--- src/rtl/mem_access_unit_if.sv ---
// Execute-side request/response and data-memory bus bundle for mem_access_unit.
// master = the access unit's view, slave = the execute stage / memory side.
interface mem_access_unit_if #(
    parameter int ADDR_W = 32,
    parameter int DATA_W = 32
);
    logic              req_valid;
    logic              req_ready;
    logic [1:0]        mren;
    logic [1:0]        mwen;
    logic              unsign;
    logic [ADDR_W-1:0] addr;
    logic [DATA_W-1:0] wdata;

    logic              resp_valid;
    logic [DATA_W-1:0] resp_rdata;
    logic              resp_err;

    logic              bus_valid;
    logic              bus_ready;
    logic              bus_we;
    logic [ADDR_W-1:0] bus_addr;
    logic [3:0]        bus_wstrb;
    logic [DATA_W-1:0] bus_wdata;
    logic              bus_rvalid;
    logic [DATA_W-1:0] bus_rdata;

    modport master (
        input  req_valid, mren, mwen, unsign, addr, wdata,
        output req_ready,
        output resp_valid, resp_rdata, resp_err,
        output bus_valid, bus_we, bus_addr, bus_wstrb, bus_wdata,
        input  bus_ready, bus_rvalid, bus_rdata
    );

    modport slave (
        output req_valid, mren, mwen, unsign, addr, wdata,
        input  req_ready,
        input  resp_valid, resp_rdata, resp_err,
        input  bus_valid, bus_we, bus_addr, bus_wstrb, bus_wdata,
        output bus_ready, bus_rvalid, bus_rdata
    );
endinterface

--- src/rtl/mem_access_unit.sv ---
// Load/store unit: one word-aligned bus transaction per micro command, extended load data back.
// Optional macro LSU_TIMEOUT_EN adds a REQ/WAIT watchdog that ends the access with an error.

// Per byte lane: strobe and write byte for the accepted width/offset.
module mau_lane #(
    parameter int LANE = 0
) (
    input  logic [1:0] width,
    input  logic       st,
    input  logic [1:0] off,
    input  logic [7:0] byte_b,
    input  logic [7:0] byte_h,
    input  logic [7:0] byte_w,
    output logic       strb,
    output logic [7:0] wbyte
);
    localparam logic [2:0] L3 = 3'(LANE);
    logic [2:0] o3;

    assign o3 = {1'b0, off};

    always_comb begin
        strb  = 1'b0;
        wbyte = 8'h00;
        case (width)
            2'b01: begin
                strb  = (o3 == L3);
                wbyte = byte_b;
            end
            2'b10: begin
                strb  = (o3 == L3) || ((o3 + 3'd1) == L3);
                wbyte = byte_h;
            end
            2'b11: begin
                strb  = 1'b1;
                wbyte = byte_w;
            end
            default: ;
        endcase
        if (!st) wbyte = 8'h00;
    end
endmodule

module mem_access_unit #(
    parameter int ADDR_W      = 32,
    parameter int DATA_W      = 32,
    parameter int TIMEOUT_CYC = 255
) (
    input  logic            clk,
    input  logic            rst_n,
    mem_access_unit_if.master io
);
    localparam int NUM_LANES = DATA_W / 8;

    typedef enum logic [1:0] {IDLE, REQ, WAIT, RESP} state_t;

    state_t state, state_nx;

    logic [1:0]                  mren_q, mwen_q, off_q;
    logic                        unsign_q;
    logic [ADDR_W-1:0]           baddr_q;
    logic [NUM_LANES-1:0]        wstrb_d, wstrb_q;
    logic [NUM_LANES-1:0][7:0]   wdata_d, wdata_q;
    logic [DATA_W-1:0]           rdata_q, rdata_nx, lane_w, ld_ext;
    logic                        err_q, err_nx;
    logic [1:0]                  width;
    logic                        accept, illegal, misalign, tmo;

    assign accept   = (state == IDLE) && io.req_valid;
    assign width    = (io.mren != 2'b00) ? io.mren : io.mwen;
    assign illegal  = (io.mren != 2'b00) && (io.mwen != 2'b00);
    assign misalign = ((width == 2'b10) && io.addr[0]) ||
                      ((width == 2'b11) && (io.addr[1:0] != 2'b00));

    for (genvar i = 0; i < NUM_LANES; i++) begin : g_lane
        mau_lane #(.LANE(i)) u_lane (
            .width  (width),
            .st     (io.mwen != 2'b00),
            .off    (io.addr[1:0]),
            .byte_b (io.wdata[7:0]),
            .byte_h (io.wdata[8*(i%2) +: 8]),
            .byte_w (io.wdata[8*i +: 8]),
            .strb   (wstrb_d[i]),
            .wbyte  (wdata_d[i])
        );
    end

    // Shift the addressed lane down to bit 0, then extend to the field width.
    assign lane_w = io.bus_rdata >> {off_q, 3'b000};

    always_comb begin
        case (mren_q)
            2'b01:   ld_ext = unsign_q ? {{(DATA_W-8){1'b0}}, lane_w[7:0]}
                                       : {{(DATA_W-8){lane_w[7]}}, lane_w[7:0]};
            2'b10:   ld_ext = unsign_q ? {{(DATA_W-16){1'b0}}, lane_w[15:0]}
                                       : {{(DATA_W-16){lane_w[15]}}, lane_w[15:0]};
            default: ld_ext = lane_w;
        endcase
    end

`ifdef LSU_TIMEOUT_EN
    logic [7:0] tmo_cnt;

    // Cleared on every state change, so each entry into REQ or WAIT starts from zero.
    always_ff @(posedge clk) begin
        if (!rst_n)
            tmo_cnt <= 8'd0;
        else if (state_nx != state)
            tmo_cnt <= 8'd0;
        else if ((state == REQ) || (state == WAIT))
            tmo_cnt <= tmo_cnt + 8'd1;
    end

    assign tmo = ((state == REQ) || (state == WAIT)) && (tmo_cnt == 8'(TIMEOUT_CYC - 1));
`else
    logic unused_tmo;
    assign unused_tmo = ^TIMEOUT_CYC;
    assign tmo        = 1'b0;
`endif

    // Response payload is only non-zero on the edge that enters RESP.
    always_comb begin
        state_nx = state;
        rdata_nx = '0;
        err_nx   = 1'b0;
        case (state)
            IDLE: begin
                if (io.req_valid) begin
                    if ((io.mren == 2'b00) && (io.mwen == 2'b00)) begin
                        state_nx = RESP;
                    end else if (illegal || misalign) begin
                        state_nx = RESP;
                        err_nx   = 1'b1;
                    end else begin
                        state_nx = REQ;
                    end
                end
            end
            REQ: begin
                if (io.bus_ready) begin
                    state_nx = (mwen_q != 2'b00) ? RESP : WAIT;
                end else if (tmo) begin
                    state_nx = RESP;
                    err_nx   = 1'b1;
                end
            end
            WAIT: begin
                if (io.bus_rvalid) begin
                    state_nx = RESP;
                    rdata_nx = ld_ext;
                end else if (tmo) begin
                    state_nx = RESP;
                    err_nx   = 1'b1;
                end
            end
            RESP: state_nx = IDLE;
            default: state_nx = IDLE;
        endcase
    end

    always_ff @(posedge clk) begin
        if (!rst_n) begin
            state    <= IDLE;
            mren_q   <= 2'b00;
            mwen_q   <= 2'b00;
            off_q    <= 2'b00;
            unsign_q <= 1'b0;
            baddr_q  <= '0;
            wstrb_q  <= '0;
            wdata_q  <= '0;
            rdata_q  <= '0;
            err_q    <= 1'b0;
        end else begin
            state   <= state_nx;
            rdata_q <= rdata_nx;
            err_q   <= err_nx;
            if (accept) begin
                mren_q   <= io.mren;
                mwen_q   <= io.mwen;
                off_q    <= io.addr[1:0];
                unsign_q <= io.unsign;
                baddr_q  <= {io.addr[ADDR_W-1:2], 2'b00};
                wstrb_q  <= wstrb_d;
                wdata_q  <= wdata_d;
            end
        end
    end

    assign io.req_ready  = (state == IDLE);
    assign io.resp_valid = (state == RESP);
    assign io.resp_rdata = rdata_q;
    assign io.resp_err   = err_q;

    assign io.bus_valid  = (state == REQ);
    assign io.bus_we     = io.bus_valid && (mwen_q != 2'b00);
    assign io.bus_addr   = io.bus_valid ? baddr_q : '0;
    assign io.bus_wstrb  = io.bus_valid ? wstrb_q : '0;
    assign io.bus_wdata  = io.bus_valid ? wdata_q : '0;
endmodule

--- src/flat_wrapper.sv ---
// flat-port wrapper written by rule: the top's interface ports become plain ports
module mem_access_unit_flat 
#(
    parameter int ADDR_W      = 32,
    parameter int DATA_W      = 32,
    parameter int TIMEOUT_CYC = 255
)
  (clk, rst_n, io_req_valid, io_mren, io_mwen, io_unsign, io_addr, io_wdata, io_req_ready, io_resp_valid, io_resp_rdata, io_resp_err, io_bus_valid, io_bus_we, io_bus_addr, io_bus_wstrb, io_bus_wdata, io_bus_ready, io_bus_rvalid, io_bus_rdata);
  mem_access_unit_if #(.ADDR_W(ADDR_W), .DATA_W(DATA_W)) io_i ();
  input  logic clk;
  input  logic rst_n;
  input wire logic [$bits(io_i.req_valid)-1:0] io_req_valid;
  input wire logic [$bits(io_i.mren)-1:0] io_mren;
  input wire logic [$bits(io_i.mwen)-1:0] io_mwen;
  input wire logic [$bits(io_i.unsign)-1:0] io_unsign;
  input wire logic [$bits(io_i.addr)-1:0] io_addr;
  input wire logic [$bits(io_i.wdata)-1:0] io_wdata;
  output wire logic [$bits(io_i.req_ready)-1:0] io_req_ready;
  output wire logic [$bits(io_i.resp_valid)-1:0] io_resp_valid;
  output wire logic [$bits(io_i.resp_rdata)-1:0] io_resp_rdata;
  output wire logic [$bits(io_i.resp_err)-1:0] io_resp_err;
  output wire logic [$bits(io_i.bus_valid)-1:0] io_bus_valid;
  output wire logic [$bits(io_i.bus_we)-1:0] io_bus_we;
  output wire logic [$bits(io_i.bus_addr)-1:0] io_bus_addr;
  output wire logic [$bits(io_i.bus_wstrb)-1:0] io_bus_wstrb;
  output wire logic [$bits(io_i.bus_wdata)-1:0] io_bus_wdata;
  input wire logic [$bits(io_i.bus_ready)-1:0] io_bus_ready;
  input wire logic [$bits(io_i.bus_rvalid)-1:0] io_bus_rvalid;
  input wire logic [$bits(io_i.bus_rdata)-1:0] io_bus_rdata;
  assign io_i.req_valid = io_req_valid;
  assign io_i.mren = io_mren;
  assign io_i.mwen = io_mwen;
  assign io_i.unsign = io_unsign;
  assign io_i.addr = io_addr;
  assign io_i.wdata = io_wdata;
  assign io_req_ready = io_i.req_ready;
  assign io_resp_valid = io_i.resp_valid;
  assign io_resp_rdata = io_i.resp_rdata;
  assign io_resp_err = io_i.resp_err;
  assign io_bus_valid = io_i.bus_valid;
  assign io_bus_we = io_i.bus_we;
  assign io_bus_addr = io_i.bus_addr;
  assign io_bus_wstrb = io_i.bus_wstrb;
  assign io_bus_wdata = io_i.bus_wdata;
  assign io_i.bus_ready = io_bus_ready;
  assign io_i.bus_rvalid = io_bus_rvalid;
  assign io_i.bus_rdata = io_bus_rdata;
  mem_access_unit #(.ADDR_W(ADDR_W), .DATA_W(DATA_W), .TIMEOUT_CYC(TIMEOUT_CYC)) u_core (.clk(clk), .rst_n(rst_n), .io(io_i));
endmodule
--- config.mk ---
export PLATFORM = sky130hd
export DESIGN_NAME = mem_access_unit_flat
export DESIGN_NICKNAME = d
export VERILOG_FILES = /design/src/rtl/mem_access_unit_if.sv /design/src/rtl/mem_access_unit.sv /design/src/flat_wrapper.sv
export SDC_FILE = /design/constraint.sdc
export NUM_CORES = 1
export LEC_CHECK = 0
export BUFFER_PORTS_ARGS = -buffer_cell sky130_fd_sc_hd__buf_2
export CAP_MARGIN = 20
export CORE_ASPECT_RATIO = 1.2
export CORE_MARGIN = 2
export CORE_UTILIZATION = 35
export CTS_CLUSTER_DIAMETER = 50
export DETAILED_ROUTE_END_ITERATION = 16
export SYNTH_ARGS = -nofsm -noshare
export SYNTH_HDL_FRONTEND = slang
export SYNTH_SLANG_ARGS = --single-unit
--- constraint.sdc ---
create_clock -name clk -period 2.1 [get_ports clk]
set_input_delay 0.21 -clock clk [delete_from_list [all_inputs] [get_ports clk]]
set_output_delay 0.21 -clock clk [all_outputs]
set_load 0.01 [all_outputs]
* Word level (Yosys, flattened, before mapping)
Index checks and enable logic that the tools add are counted.
** Storage, ports and cells
- Bits in registers :: 108
- Output and inout bits :: 105
- Input bits :: 106
- Word-level logic and storage cells :: 89
** Cells by class
- Eq/ne operators :: 17
- Multiplexer cells :: 27
- Bitwise gates (word level) :: 3
- Reduce and logical (&&, ||, !) cells :: 27
- Shift-type cells :: 1
- $add $sub $neg :: 1
** Operators with widths (count)
- 32-bit 2-to-1 mux :: 4
- 32-bit case mux with 2 select lines :: 1
- 8-bit 2-to-1 mux :: 5
- 8-bit case mux with 2 select lines :: 2
- 32-bit by 5-bit >> shifter with 32-bit output :: 1
- 8-bit case mux with 3 select lines :: 1
- 2-bit == test (second input constant) :: 7
- 2-bit 2-to-1 mux :: 6
- 1-bit case mux with 3 select lines :: 4
- 2-bit by 1-bit == test with 1-bit output (second input constant) :: 4
- 2-bit case mux with 4 select lines :: 1
- 2-bit nonzero test :: 4
- 3-bit by 2-bit == test with 1-bit output (second input constant) :: 2
- 1-bit logical AND :: 6
- 2-bit zero test :: 3
- 3-bit zero test :: 2
- 1-bit logical OR :: 6
- 2-bit inequality test (second input constant) :: 3
- 3-bit AND reduction :: 2
- 4-bit 2-to-1 mux :: 1
- 2-bit OR reduction :: 2
- 4-bit OR reduction :: 1
- 2-bit by 1-bit adder with 3-bit output (second input constant) :: 1
- 3-bit by 1-bit == test with 1-bit output (second input constant) :: 1
- 3 further kinds :: 6

* Longest topological paths before layout
- Depth after elaboration :: 10
- Mapped depth :: 9
- Mapped depth without buffers :: 7

* Modules after synthesis
A second synthesis with hierarchy kept.
** Second synthesis, totals
- Cells, all modules :: 721
- Area total of the unflattened synthesis :: 5859.4 µm²
** Modules (own cells, without submodules)
- mem_access_unit :: area an instance 4862.2 µm², cells an instance 592, times used 1
- mau_lane (u_core.g_lane[2].u_lane) :: area an instance 260.2 µm², cells an instance 34, times used 1
- mau_lane (u_core.g_lane[0].u_lane) :: area an instance 246.5 µm², cells an instance 31, times used 1
- mau_lane (u_core.g_lane[1].u_lane) :: area an instance 246.5 µm², cells an instance 32, times used 1
- mau_lane (u_core.g_lane[3].u_lane) :: area an instance 244.0 µm², cells an instance 32, times used 1

* Least setup slack after synthesis
Ideal clock, no wire load.
- Kind :: input port to flip-flop
- Start :: in io_mwen[1]
- End :: reg u_core.state[1]
- Cell stages on the path :: 9
- Path buffers :: 2
- Arrival time :: 1.794 ns
- Data required time :: 2.024 ns
- Slack :: 0.231 ns
- Cells stage by stage :: nor2b_1 -> clkbuf_1 -> nor2_1 -> inv_1 -> ha_1 -> clkbuf_1 -> a22oi_1 -> a311o_1 -> a21boi_0
** Between the ends
- Cells in the longest elaborated chain, start to end :: 9
- Elaborated cells between the ends (all ways) :: 15
** Ends and longest elaborated chain
- start: declaration :: line flat_wrapper.sv:14 : input wire logic [$bits(io_i.mwen)-1:0] io_mwen;
- 2-bit 2-to-1 mux :: line mem_access_unit.sv:70 : assign width = (io.mren != 2'b00) ? io.mren : io.mwen;
- 2-bit == test, on equally long branches :: line mem_access_unit.sv:72, mem_access_unit.sv:73
- 1-bit logical AND, on equally long branches :: line mem_access_unit.sv:72, mem_access_unit.sv:73
- 1-bit logical OR :: line mem_access_unit.sv:72 : assign misalign = ((width == 2'b10) && io.addr[0]) ||
- 1-bit logical OR :: line mem_access_unit.sv:131 : end else if (illegal || misalign) begin
- 2-bit 2-to-1 mux :: line mem_access_unit.sv:131
- 2-bit 2-to-1 mux * :: line mem_access_unit.sv:129 : if ((io.mren == 2'b00) && (io.mwen == 2'b00)) begin
- 2-bit 2-to-1 mux * :: line mem_access_unit.sv:128 : if (io.req_valid) begin
- 2-bit case mux with 4 select lines * :: line mem_access_unit.sv:126 : case (state)
- end signal: assignment :: line mem_access_unit.sv:174 : state <= state_nx;
- end: declaration :: line mem_access_unit.sv:57 : state_t state, state_nx;
Every way passes the cells marked *; elsewhere a longest branch is shown, timed or not. The select of a mux whose other input is x is not followed.
A chain may end at the register's enable or synchronous reset.

* Final worst setup path
- Start :: reg u_core.state[1]
- End :: out io_bus_addr[29]
** Between the ends
- Cells in the longest elaborated chain, start to end :: 2
** Ends and longest elaborated chain
- 2-bit by 1-bit == test with 1-bit output :: line mem_access_unit.sv:194 : assign io.bus_valid = (state == REQ);
- 32-bit 2-to-1 mux :: line mem_access_unit.sv:196 : assign io.bus_addr = io.bus_valid ? baddr_q : '0;
- end: declaration :: line flat_wrapper.sv:24 : output wire logic [$bits(io_i.bus_addr)-1:0] io_bus_addr;
Every way passes these cells.

==> impl_results.html <==
<table>
<tr><th>Metric</th><th>Value</th></tr>
<tr><th colspan="2">Status</th></tr>
<tr><td>Outcome</td><td>finished, final reports clean</td></tr>
<tr><th colspan="2">Power</th></tr>
<tr><td>Cell Pwr Density</td><td>909.7 nW/µm²</td></tr>
<tr><td>Total chip power</td><td>6.143 mW</td></tr>
<tr><td>Peak ir drop on the vdd network</td><td>376.5 µV</td></tr>
<tr><td>Leakage power total</td><td>3.163 nW</td></tr>
<tr><th colspan="2">Finish</th></tr>
<tr><td>Share of layout cells above drive strength 1</td><td>31.35%</td></tr>
<tr><td>Number of nets at the end of the flow</td><td>926</td></tr>
<tr><td>Final Non-Filler Cells</td><td>1007</td></tr>
<tr><td>Area of the multi-input gates</td><td>2828 µm²</td></tr>
<tr><td>Area growth from synthesis to layout</td><td>29.74%</td></tr>
<tr><td>Fill cells</td><td>1427</td></tr>
<tr><td>Count of antenna diodes in the layout</td><td>0</td></tr>
<tr><td>Sequential cell area</td><td>2162 µm²</td></tr>
<tr><th colspan="2">Worst setup path</th></tr>
<tr><td>Worst reg-to-reg path cell count</td><td>6</td></tr>
<tr><td>CP Data Required Time</td><td>1890 ps</td></tr>
<tr><td>Register-to-Register Setup Slack</td><td>230 ps</td></tr>
<tr><td>CP max FO</td><td>31</td></tr>
<tr><td>RR Endpoint</td><td>u_core.io.resp_rdata[31]</td></tr>
<tr><td>Startpoint kind of the worst setup timing path</td><td>flop</td></tr>
<tr><td>Data arrival time of the critical path</td><td>1770 ps</td></tr>
<tr><td>Startpoint of the most critical setup path</td><td>u_core.state[1]</td></tr>
<tr><td>Critical register-to-register path startpoint</td><td>u_core.state[0]</td></tr>
<tr><td>CP Class</td><td>flop to primary output</td></tr>
<tr><td>Capturing element type of the critical path</td><td>primary output</td></tr>
<tr><th colspan="2">CTS</th></tr>
<tr><td>Post-CTS repair timing setup buffer count</td><td>0</td></tr>
<tr><td>Post-CTS Hold Fix Bufs</td><td>0</td></tr>
<tr><td>Clock input transition at the sequential cells of the worst setup and hold paths</td><td>80 ps</td></tr>
<tr><td>CTS Buffer Depth</td><td>2</td></tr>
<tr><td>Clock tree from TritonCTS</td><td>built</td></tr>
<tr><td>Gates resized, CTS repair</td><td>1</td></tr>
<tr><td>H-tree Lvls</td><td>3</td></tr>
<tr><td>Num Clock Sinks</td><td>108</td></tr>
<tr><td>Clock latency on the worst-skew pair</td><td>340 ps</td></tr>
<tr><td>CTS root buffer</td><td>sky130_fd_sc_hd__clkbuf_16</td></tr>
<tr><td>Clock buffer count from CTS</td><td>9</td></tr>
<tr><th colspan="2">Synthesis</th></tr>
<tr><td>Number of register bits inferred by synthesis</td><td>108</td></tr>
<tr><td>Post-synth design cell area</td><td>5205 µm²</td></tr>
<tr><td>Syn Area/Cell</td><td>8.533 µm²</td></tr>
<tr><td>Largest cells by area after synthesis</td><td>sky130_fd_sc_hd__dfxtp_1 42%, sky130_fd_sc_hd__and2_1 10%, sky130_fd_sc_hd__nand2_1 7.6%, sky130_fd_sc_hd__a21boi_0 6.6%, sky130_fd_sc_hd__ha_1 4.1%</td></tr>
<tr><td>FFs w/ async S/R, synth</td><td>0%</td></tr>
<tr><td>Number of flops mapped to enable cells by yosys</td><td>0</td></tr>
<tr><td>Top_reg_cell synth</td><td>sky130_fd_sc_hd__dfxtp_1</td></tr>
<tr><td>Post-synthesis cell count</td><td>610</td></tr>
<tr><td>Unique masters post-synth</td><td>46</td></tr>
<tr><td>Ranking of synthesized cells by instance count</td><td>108 x sky130_fd_sc_hd__dfxtp_1, 105 x sky130_fd_sc_hd__nand2_1, 84 x sky130_fd_sc_hd__and2_1</td></tr>
<tr><td>Count of synthesis-stage warnings from yosys</td><td>0</td></tr>
<tr><td>Proportion of synthesized chip area in sequential cells</td><td>41.54%</td></tr>
<tr><td>Cell type with the largest total area after synthesis</td><td>sky130_fd_sc_hd__dfxtp_1</td></tr>
<tr><td>Share of the synthesized area in the top cell type</td><td>41.54%</td></tr>
<tr><td>Most used standard cell by instance count after synthesis</td><td>sky130_fd_sc_hd__dfxtp_1</td></tr>
<tr><th colspan="2">Place</th></tr>
<tr><td>Cell Count Post-Placement</td><td>992</td></tr>
<tr><td>Last weighted congestion value of the routability-driven placer</td><td>0.8881</td></tr>
<tr><td>Placed wire-length estimate</td><td>12230 µm</td></tr>
<tr><td>Port Buf Inserts</td><td>208</td></tr>
<tr><th colspan="2">Global routing</th></tr>
<tr><td>Pin count of the biggest net entering global routing</td><td>35</td></tr>
<tr><td>First-pass GRT wire length</td><td>24890 µm</td></tr>
<tr><td>GR Overflow Total</td><td>0</td></tr>
<tr><td>Total routing usage reported by global routing</td><td>19.83%</td></tr>
<tr><td>Antenna violations before repair</td><td>1</td></tr>
<tr><td>Number of global-route vias before repair</td><td>4938</td></tr>
<tr><th colspan="2">Worst hold path</th></tr>
<tr><td>Type of the tightest min-delay check</td><td>input port to flop</td></tr>
<tr><td>Critical hold path startpoint</td><td>io_addr[14]</td></tr>
<tr><td>Worst Hold Endpoint</td><td>u_core.baddr_q[14]</td></tr>
<tr><td>Count of cells along the worst hold path</td><td>3</td></tr>
<tr><th colspan="2">Timing</th></tr>
<tr><td>Timing-limited maximum frequency</td><td>0.5054 GHz</td></tr>
<tr><td>Setup repair after global routing missed its margin</td><td>false</td></tr>
<tr><td>Sum of negative setup slack</td><td>0 ps</td></tr>
<tr><td>Final Cycle Share</td><td>94.22%</td></tr>
<tr><td>Worst clock skew on the final layout</td><td>8.144 ps</td></tr>
<tr><td>Worst relative slew slack</td><td>55.24%</td></tr>
<tr><td>Final hold violation count</td><td>0</td></tr>
<tr><td>Final Max Tran Viols</td><td>0</td></tr>
<tr><td>Worst Max-Slew Pin Slew</td><td>671.4 ps</td></tr>
<tr><td>Number of setup violations in the final report</td><td>0</td></tr>
<tr><td>Final critical-path required period</td><td>1979 ps</td></tr>
<tr><th colspan="2">Routing</th></tr>
<tr><td>Vias</td><td>5084</td></tr>
<tr><td>Final ANT Viol Nets</td><td>0</td></tr>
<tr><td>DRC marker count from the first detailed-route iteration</td><td>390</td></tr>
<tr><td>First-pass detailed-route iteration total</td><td>5</td></tr>
<tr><td>Routed WL</td><td>16020 µm</td></tr>
<tr><td>Remaining routing DRC violations</td><td>0</td></tr>
<tr><td>Mean routed wirelength per cell</td><td>15.90 µm</td></tr>
<tr><td>Drt via density</td><td>5.049</td></tr>
<tr><th colspan="2">Floorplan</th></tr>
<tr><td>Number of standard-cell rows in the floorplan</td><td>48</td></tr>
<tr><td>Initial core utilization</td><td>35.96%</td></tr>
<tr><td>Horizontal extent of the die</td><td>115.3 µm</td></tr>
<tr><td># IOs</td><td>211</td></tr>
<tr><td>Die Area</td><td>15870 µm²</td></tr>
<tr><td>Chip Height</td><td>137.6 µm</td></tr>
<tr><td>Core box area</td><td>14470 µm²</td></tr>
<tr><th colspan="2">Job</th></tr>
<tr><td>Number of violations of the max-capacitance limit</td><td>0</td></tr>
</table>
## critical path, stage by stage (launching register included)
cell and delay (ps):
sky130_fd_sc_hd__dfxtp_1 350, sky130_fd_sc_hd__inv_1 150, sky130_fd_sc_hd__ha_4 270, sky130_fd_sc_hd__buf_4 310, sky130_fd_sc_hd__and2_1 200, sky130_fd_sc_hd__buf_2 140
## area by class of cell
class	instances	share of cell area (%)
multi-input combinational	446	41.88
sequential	108	32.02
timing repair buffer	227	17.71
tap	200	3.706
clock buffer	9	3.335
clock inverter	6	0.7412
inverter	11	0.6115
## per-stage QoR
step                utilization [%]  setup WS, ps  cell area (µm²)  hold slack [ps]
floorplan                         -         230.7             5209            319.9
global placement              44.68         171.7             6467            425.9
detailed placement            44.68         81.65             6467            434.8
CTS                           46.65         115.6             6753            89.72
global route                  46.65         6.988             6753            104.7
finish                        46.65         121.5             6753            107.2
## metal layers
layer,global-route usage (%),vias to the layer above,routed length (µm)
li1,-,2455,-
met1,23.45,2368,6618
met2,34.54,224,7815
met3,4.531,35,1055
met4,7.898,2,513
met5,0,-,13
## worst max path at each step
stage | end | slack (ps) | depth (start not counted)
finish | io_bus_addr[29] | 120 | 5
global placement | u_core.wdata_q[11] | 170 | 8
CTS | io_bus_addr[29] | 120 | 5
global route | u_core.io.resp_rdata[31] | 7 | 6
floorplan | u_core.state[1] | 230 | 9
detailed placement | u_core.wdata_q[17] | 80 | 9
## cell usage in the layout (no fill, tap or decap), types with 8 or more instances in the layout
cell,instances
sky130_fd_sc_hd__a22oi_1,9
sky130_fd_sc_hd__o21a_1,9
sky130_fd_sc_hd__a21boi_0,46
sky130_fd_sc_hd__inv_1,11
sky130_fd_sc_hd__and2_1,84
sky130_fd_sc_hd__a211oi_1,14
sky130_fd_sc_hd__clkbuf_16,9
sky130_fd_sc_hd__dfxtp_1,108
sky130_fd_sc_hd__nor2b_1,19
sky130_fd_sc_hd__buf_4,18
sky130_fd_sc_hd__a32oi_1,8
sky130_fd_sc_hd__nor2_1,18
sky130_fd_sc_hd__o21ai_0,35
sky130_fd_sc_hd__mux2i_1,16
sky130_fd_sc_hd__nand2_1,104
sky130_fd_sc_hd__a21oi_1,18
sky130_fd_sc_hd__buf_2,208
sky130_fd_sc_hd__a21o_1,9
sky130_fd_sc_hd__a222oi_1,8
sky130_fd_sc_hd__ha_1,16
## sequential cells by signal, indices dropped and copies added (netlist names)
register,flops
u_core.baddr_q,30
u_core.wdata_q,32
u_core.state,2
u_core.io.resp_rdata,32
u_core.wstrb_q,4
u_core.mwen_q,2
u_core.io.resp_err,1
u_core.mren_q,2
u_core.unsign_q,1
u_core.off_q,2
## kinds of logic after synthesis
family                     synth area share (%)
DFF                                       41.54
muxes                                     3.510
xor gates and xnor gates                 0.1683
and+or+nand+nor                           23.37
adders and majority gates                 4.279
other                                   0.07205
AOI/OAI and AO/OA                         22.57
buffers and inverters                     4.495
## report_power, final
part / switching [mW] / internal, mW
Combinational: 1.28 / 0.792
Sequential: 0.140 / 2.33
Clock: 0.792 / 0.814
Total: 2.21 / 3.93
Power figures use the tool's default switching activity.
